## src/rtl/bus_arbiter_rr_if.sv

```systemverilog
// Request/grant bundle between the Sysbus stage clients and bus_arbiter_rr.
// slave is the arbiter side, master is the client/bus side.
interface bus_arbiter_rr_if #(
  parameter int NUM_REQ = 6
);
  localparam int ID_W = (NUM_REQ > 1) ? $clog2(NUM_REQ) : 1;

  logic [NUM_REQ-1:0] in_reqcyc;
  logic               in_bus_busy;
  logic [NUM_REQ-1:0] out_grant;
  logic               out_grant_valid;
  logic [ID_W-1:0]    out_grant_id;
  logic               out_timeout_pulse;
  logic [15:0]        out_timeout_count;

  modport slave (
    input  in_reqcyc,
    input  in_bus_busy,
    output out_grant,
    output out_grant_valid,
    output out_grant_id,
    output out_timeout_pulse,
    output out_timeout_count
  );

  modport master (
    output in_reqcyc,
    output in_bus_busy,
    input  out_grant,
    input  out_grant_valid,
    input  out_grant_id,
    input  out_timeout_pulse,
    input  out_timeout_count
  );
endinterface

```

## src/rtl/bus_arbiter_rr.sv

```systemverilog
// N-way Sysbus arbiter: fixed-priority or round-robin winner selection, grant held
// while bus_busy, and a watchdog that revokes grants the owner never used.
module bus_arbiter_rr #(
  parameter int NUM_REQ       = 6,
  parameter int RR_MODE       = 1,
  parameter int GRANT_TIMEOUT = 16
) (
  input logic             clk,
  input logic             reset,
  bus_arbiter_rr_if.slave bus
);
  localparam int ID_W  = (NUM_REQ > 1) ? $clog2(NUM_REQ) : 1;
  localparam int TMR_W = (GRANT_TIMEOUT > 1) ? $clog2(GRANT_TIMEOUT) : 1;
  localparam logic [TMR_W-1:0] TMR_LAST = TMR_W'(GRANT_TIMEOUT - 1);
  localparam logic [ID_W-1:0]  ID_LAST  = ID_W'(NUM_REQ - 1);

  typedef enum logic [1:0] {
    S_IDLE,
    S_GRANT,
    S_BUSY,
    S_RELEASE
  } state_t;

  state_t             state, state_d;
  logic [NUM_REQ-1:0] grant_q, grant_d;
  logic [ID_W-1:0]    grant_id, grant_id_d;
  logic [ID_W-1:0]    rr_ptr, rr_ptr_d;
  logic [TMR_W-1:0]   timer, timer_d;
  logic               timeout_pulse, timeout_pulse_d;
  logic [15:0]        timeout_count, timeout_count_d;

  logic [ID_W-1:0]    winner;
  logic               found;

  // Scan starts at rr_ptr in round-robin mode, at 0 in fixed-priority mode.
  always_comb begin
    logic [ID_W-1:0] cand;
    winner = '0;
    found  = 1'b0;
    cand   = '0;
    for (int unsigned k = 0; k < unsigned'(NUM_REQ); k++) begin
      cand = ID_W'(((RR_MODE != 0 ? 32'(rr_ptr) : 32'd0) + k) % unsigned'(NUM_REQ));
      if (!found && bus.in_reqcyc[cand]) begin
        winner = cand;
        found  = 1'b1;
      end
    end
  end

  always_comb begin
    state_d         = state;
    grant_d         = grant_q;
    grant_id_d      = grant_id;
    rr_ptr_d        = rr_ptr;
    timer_d         = timer;
    timeout_pulse_d = 1'b0;
    timeout_count_d = timeout_count;

    case (state)
      S_IDLE: begin
        if (found && !bus.in_bus_busy) begin
          grant_d         = '0;
          grant_d[winner] = 1'b1;
          grant_id_d      = winner;
          timer_d         = '0;
          state_d         = S_GRANT;
        end
      end
      S_GRANT: begin
        if (bus.in_bus_busy) begin
          state_d = S_BUSY;
        end else if (!bus.in_reqcyc[grant_id]) begin
          grant_d = '0;
          state_d = S_RELEASE;
        end else if (GRANT_TIMEOUT != 0 && timer == TMR_LAST) begin
          grant_d         = '0;
          state_d         = S_RELEASE;
          timeout_pulse_d = 1'b1;
          if (timeout_count != '1) timeout_count_d = timeout_count + 16'd1;
        end else begin
          timer_d = timer + 1'b1;
        end
      end
      S_BUSY: begin
        if (!bus.in_bus_busy) begin
          grant_d = '0;
          state_d = S_RELEASE;
        end
      end
      S_RELEASE: begin
        if (RR_MODE != 0) rr_ptr_d = (grant_id == ID_LAST) ? '0 : grant_id + 1'b1;
        state_d = S_IDLE;
      end
      default: state_d = S_IDLE;
    endcase
  end

  always_ff @(posedge clk) begin
    if (reset) begin
      state         <= S_IDLE;
      grant_q       <= '0;
      grant_id      <= '0;
      rr_ptr        <= '0;
      timer         <= '0;
      timeout_pulse <= 1'b0;
      timeout_count <= '0;
    end else begin
      state         <= state_d;
      grant_q       <= grant_d;
      grant_id      <= grant_id_d;
      rr_ptr        <= rr_ptr_d;
      timer         <= timer_d;
      timeout_pulse <= timeout_pulse_d;
      timeout_count <= timeout_count_d;
    end
  end

  assign bus.out_grant         = grant_q;
  assign bus.out_grant_valid   = |grant_q;
  assign bus.out_grant_id      = grant_id;
  assign bus.out_timeout_pulse = timeout_pulse;
  assign bus.out_timeout_count = timeout_count;
endmodule

```

## src/flat_wrapper.sv

```systemverilog
// flat-port wrapper written by rule: the top's interface ports become plain ports
module bus_arbiter_rr_flat 
#(
  parameter int NUM_REQ       = 6,
  parameter int RR_MODE       = 1,
  parameter int GRANT_TIMEOUT = 16
)
  (clk, reset, bus_in_reqcyc, bus_in_bus_busy, bus_out_grant, bus_out_grant_valid, bus_out_grant_id, bus_out_timeout_pulse, bus_out_timeout_count);
  bus_arbiter_rr_if #(.NUM_REQ(NUM_REQ)) bus_i ();
  input logic clk;
  input logic reset;
  input wire logic [$bits(bus_i.in_reqcyc)-1:0] bus_in_reqcyc;
  input wire logic [$bits(bus_i.in_bus_busy)-1:0] bus_in_bus_busy;
  output wire logic [$bits(bus_i.out_grant)-1:0] bus_out_grant;
  output wire logic [$bits(bus_i.out_grant_valid)-1:0] bus_out_grant_valid;
  output wire logic [$bits(bus_i.out_grant_id)-1:0] bus_out_grant_id;
  output wire logic [$bits(bus_i.out_timeout_pulse)-1:0] bus_out_timeout_pulse;
  output wire logic [$bits(bus_i.out_timeout_count)-1:0] bus_out_timeout_count;
  assign bus_i.in_reqcyc = bus_in_reqcyc;
  assign bus_i.in_bus_busy = bus_in_bus_busy;
  assign bus_out_grant = bus_i.out_grant;
  assign bus_out_grant_valid = bus_i.out_grant_valid;
  assign bus_out_grant_id = bus_i.out_grant_id;
  assign bus_out_timeout_pulse = bus_i.out_timeout_pulse;
  assign bus_out_timeout_count = bus_i.out_timeout_count;
  bus_arbiter_rr #(.NUM_REQ(NUM_REQ), .RR_MODE(RR_MODE), .GRANT_TIMEOUT(GRANT_TIMEOUT)) u_core (.clk(clk), .reset(reset), .bus(bus_i));
endmodule
```

## config.mk

```make
export PLATFORM = sky130hd
export DESIGN_NAME = bus_arbiter_rr_flat
export DESIGN_NICKNAME = d
export VERILOG_FILES = /design/src/rtl/bus_arbiter_rr_if.sv /design/src/rtl/bus_arbiter_rr.sv /design/src/flat_wrapper.sv
export SDC_FILE = /design/constraint.sdc
export NUM_CORES = 1
export LEC_CHECK = 0
export ABC_AREA = 1
export ABC_CLOCK_PERIOD_IN_PS = 2800
export BUFFER_PORTS_ARGS = -buffer_cell sky130_fd_sc_hd__buf_2
export CORE_MARGIN = 4
export CORE_UTILIZATION = 44
export DETAILED_ROUTE_END_ITERATION = 8
export PLACE_DENSITY = 0.66
export SYNTH_ARGS = -nofsm -noshare
export SYNTH_HDL_FRONTEND = slang
export SYNTH_SLANG_ARGS = --single-unit
```

## constraint.sdc

```tcl
create_clock -name clk -period 2.8 [get_ports clk]
set_input_delay 0.14 -clock clk [delete_from_list [all_inputs] [get_ports clk]]
set_output_delay 0.14 -clock clk [all_outputs]
set_load 0.05 [all_outputs]
```

==> impl_metrics.env <==
export IMPL_outcome="complete, no violations"
export IMPL_final_cell_mix="nand2_1 (82), inv_1 (49), buf_2 (35)"
export IMPL_reg2reg_from="u_core.rr_ptr[1]$_SDFFE_PP0N_"
export IMPL_synth_cell_type_count=41
export IMPL_internal_power_mw=1.213
export IMPL_vias=2806
export IMPL_io_buffers=35
export IMPL_die_y_um=86.16
export IMPL_n_antenna_cell=0
export IMPL_final_setup_viol_count=0
export IMPL_crit_required_ps=3020
export IMPL_ys_ff_latch=35
export IMPL_max_slew_margin_pct=65.17
export IMPL_synth_area_mm2=0.002688
export IMPL_drt_first_pass_iters=4
export IMPL_gp_routability_congestion=0.9041
export IMPL_initial_core_util_pct=45.39
export IMPL_synth_simple_area_share_pct=40.32
export IMPL_final_setup_skew_ps=10.32
export IMPL_path_cells="buf_6 > ha_4 > a21oi_4 > inv_2 > ha_4 > nor2_1 > nand3_1 > nand2_2 > nand2_2 > nand2_2 > buf_4 > nand3_1 > nand3_2 > nand2_1 > nor2_1 > nand2_1 > nand3_2 > buf_4 > nand3_2 > a21oi_1"
export IMPL_pwr_share_comb_pct=57.2
export IMPL_tritoncts="built"
export IMPL_hold_viol=0
export IMPL_synth_edf_count=0
export IMPL_timing_fmax_mhz=375.4
export IMPL_path_max_fanout=4
export IMPL_grt_start_max_net_pins=18
export IMPL_vias_per_cell=5.187
export IMPL_drt_wl_total_um=6760
export IMPL_cts_hold_buf=0
export IMPL_tns_ps=0
export IMPL_synth_cells=403
export IMPL_r2r_end="u_core.bus.out_grant[5]$_SDFFE_PP0P_"
export IMPL_cp_slowest_cell="dfxtp_4"
export IMPL_numClockSinks=35
export IMPL_synth_fa_ha_area_share_pct=7.914
export IMPL_ant_nets=0
export IMPL_clock_latency_ps=290
export IMPL_cts_path_max_buffers=2
export IMPL_die_width_um=86.16
export IMPL_synth_area_mux_share_pct=0
export IMPL_min_to="u_core.bus.out_grant[3]$_SDFFE_PP0P_"
export IMPL_synth_compound_area_share_pct=15.83
export IMPL_final_util_pct=58.05
export IMPL_synth_area_leader_cell="dfxtp_1"
export IMPL_synth_top_family_by_area="simple AND/OR/NAND/NOR gates"
export IMPL_r2r_cells=20
export IMPL_synthXorXnorAreaFrac_pct=0.3259
export IMPL_layout_commonest_cell="nand2_1"
export IMPL_switching_share_pct=48.28
export IMPL_critical_path_class="reg2reg"
export IMPL_timing_final_crit_share_pct=95.14
export IMPL_ios=36
export IMPL_track_usage_pct=18.33
export IMPL_hpwlAfterDp_um=5226
export IMPL_synth_area_leaders="dfxtp_1 (26%), nand2_1 (13%), ha_1 (7.9%), nand3_1 (7.6%), inv_1 (7.4%)"
export IMPL_rrSetupSlack_ps=140
export IMPL_numCtsBuffers=5
export IMPL_synth_top_area_share_pct=26.07
export IMPL_synth_nets=429
export IMPL_power_density_mw_per_mm2=682.6
export IMPL_min_period_ps=2664
export IMPL_ys_flop_type="dfxtp_1"
export IMPL_hold_path_depth=2
export IMPL_grt_pass1_wl_um=11220
export IMPL_cp_num_buf_inv=4
export IMPL_endpoint_kind="register"
export IMPL_crit_arrival_ps=2890
export IMPL_worst_pin_slew_ps=521.8
export IMPL_dieArea_mm2=0.007423
export IMPL_crit_family="simple AND/OR/NAND/NOR gates"
export IMPL_crit_cells=20
export IMPL_pwr_share_seq_pct=26.6
export IMPL_cap_violations=0
export IMPL_crit_path_max_incr_delay_ps=360
export IMPL_grt_pass1_vias=2608
export IMPL_clk_pin_slew_ps=70
export IMPL_core_mm2=0.005921
export IMPL_async_reset_ff_share_pct=0
export IMPL_area_growth_pct=27.89
export IMPL_antenna_found_initial=0
export IMPL_drt_iter0_drc=110
export IMPL_rows=28
export IMPL_htreeDepth=2
export IMPL_p_leak_nw=1.589
export IMPL_clock_power_share_pct=16.2
export IMPL_grt_ovfl_total=0
export IMPL_drv_slew=0
export IMPL_wl_per_cell_um=12.50
export IMPL_hp_class="in2reg"
export IMPL_min_from="reset"
export IMPL_drive_gt1_share_pct=32.62
export IMPL_p_switching_mw=1.133
export IMPL_nets=491
export IMPL_post_synth_cell_area_avg_um2=6.669
export IMPL_critPathLaunchType="register"
export IMPL_peakVddDrop_v=0.0004172
export IMPL_clockRootBuffer="clkbuf_8"
export IMPL_ys_warn_count=0
export IMPL_whs_ps=253.9
export IMPL_drc_errors=0
export IMPL_seq_area_frac_synth_pct=26.07
[flip-flops by register name, indices dropped and copies added, names as in the netlist]
name and cells:
u_core.timer 4, u_core.bus.out_grant_id 3, u_core.state 2, u_core.bus.out_grant 6
u_core.bus.out_timeout_count 16, u_core.bus.out_timeout_pulse 1, u_core.rr_ptr 3
[worst max path at each step]
stage                                                       to                     startpoint
after floorplan           u_core.bus.out_grant[0]$_SDFFE_PP0P_  u_core.rr_ptr[1]$_SDFFE_PP0N_
after global placement    u_core.bus.out_grant[4]$_SDFFE_PP0P_  u_core.rr_ptr[1]$_SDFFE_PP0N_
after detailed placement  u_core.bus.out_grant[2]$_SDFFE_PP0P_  u_core.rr_ptr[1]$_SDFFE_PP0N_
after CTS                 u_core.bus.out_grant[2]$_SDFFE_PP0P_  u_core.rr_ptr[0]$_SDFFE_PP0N_
after global routing      u_core.bus.out_grant[2]$_SDFFE_PP0P_  u_core.rr_ptr[0]$_SDFFE_PP0N_
final                     u_core.bus.out_grant[5]$_SDFFE_PP0P_  u_core.rr_ptr[1]$_SDFFE_PP0N_
[timing repair]
item / CTS / global route
setup buffers: 0 / 12
gates resized for setup: 2 / 54
pin swaps: 1 / 29
setup endpoints to repair: 1 / 15
[final cells by class]
| class | instances | area, µm² |
|---|---|---|
| fill | 563 | 2484 |
| multi-input combinational | 303 | 1938 |
| sequential | 35 | 711.9 |
| timing repair buffer | 61 | 374.1 |
| inverter | 59 | 224.0 |
| tap | 75 | 93.84 |
| clock buffer | 7 | 86.33 |
| clock inverter | 1 | 8.758 |
[cells in the mapped netlist, types with 2 or more instances]
cell type and n:
nand4_1 6, nand2_4 4, clkbuf_1 3, nand2_1 93, a31oi_1 3, dfxtp_1 35, nand3b_1 3, inv_1 53
nand2_2 9, nor3_1 9, o21ai_0 22, o21a_1 2, nor2_1 26, ha_1 17, o21ai_1 5, o211ai_1 3
o21ai_2 2, inv_2 6, nor2_4 2, or2_1 2, nor3b_1 2, nor3b_2 2, nor4_1 2, nand3_1 41
nand3_2 7, a21oi_1 29
[metrics by stage]
| step | instance area [µm²] | cells | power, mW | worst slack [ps] |
|---|---|---|---|---|
| CTS | 3126 | 529 | 2.187 | 7.422 |
| global placement | 3027 | 521 | 1.778 | 56.23 |
| finish | 3437 | 541 | 2.346 | 136.1 |
| floorplan | 2688 | 403 | 1.549 | 85.59 |
| detailed placement | 3027 | 521 | 1.799 | 7.760 |
| global route | 3437 | 541 | 2.535 | -70.93 |
[cells by family (layout without fill, tap and decap cells)]
logic type	Yosys count	in the layout
AO/OA/AOI/OAI	72	72
XOR/XNOR	1	1
adder cells (fa/ha/maj)	17	17
buffers and inverters	65	128
flip-flops	35	35
AND/OR/NAND/NOR	213	213
[per-layer routing]
layer  GRT usage [%]  share of wire [%]  vias to the layer above
li1                -                  -                     1464
met1           21.26                 44                     1300
met2           34.06                 52                       32
met3           3.458                2.9                       10
met4           4.892                1.3                        0
met5               0                  0                        -
[power by group through the flow]
stage / clock, mW / combinational, mW / sequential [mW]
final: 0.380 / 1.34 / 0.624
after global routing: 0.418 / 1.48 / 0.634
after CTS: 0.392 / 1.17 / 0.624
after detailed placement: 0 / 1.16 / 0.635
after global placement: 0 / 1.14 / 0.634
after floorplan: 0 / 0.844 / 0.705
(Power assumes the default switching activity.)
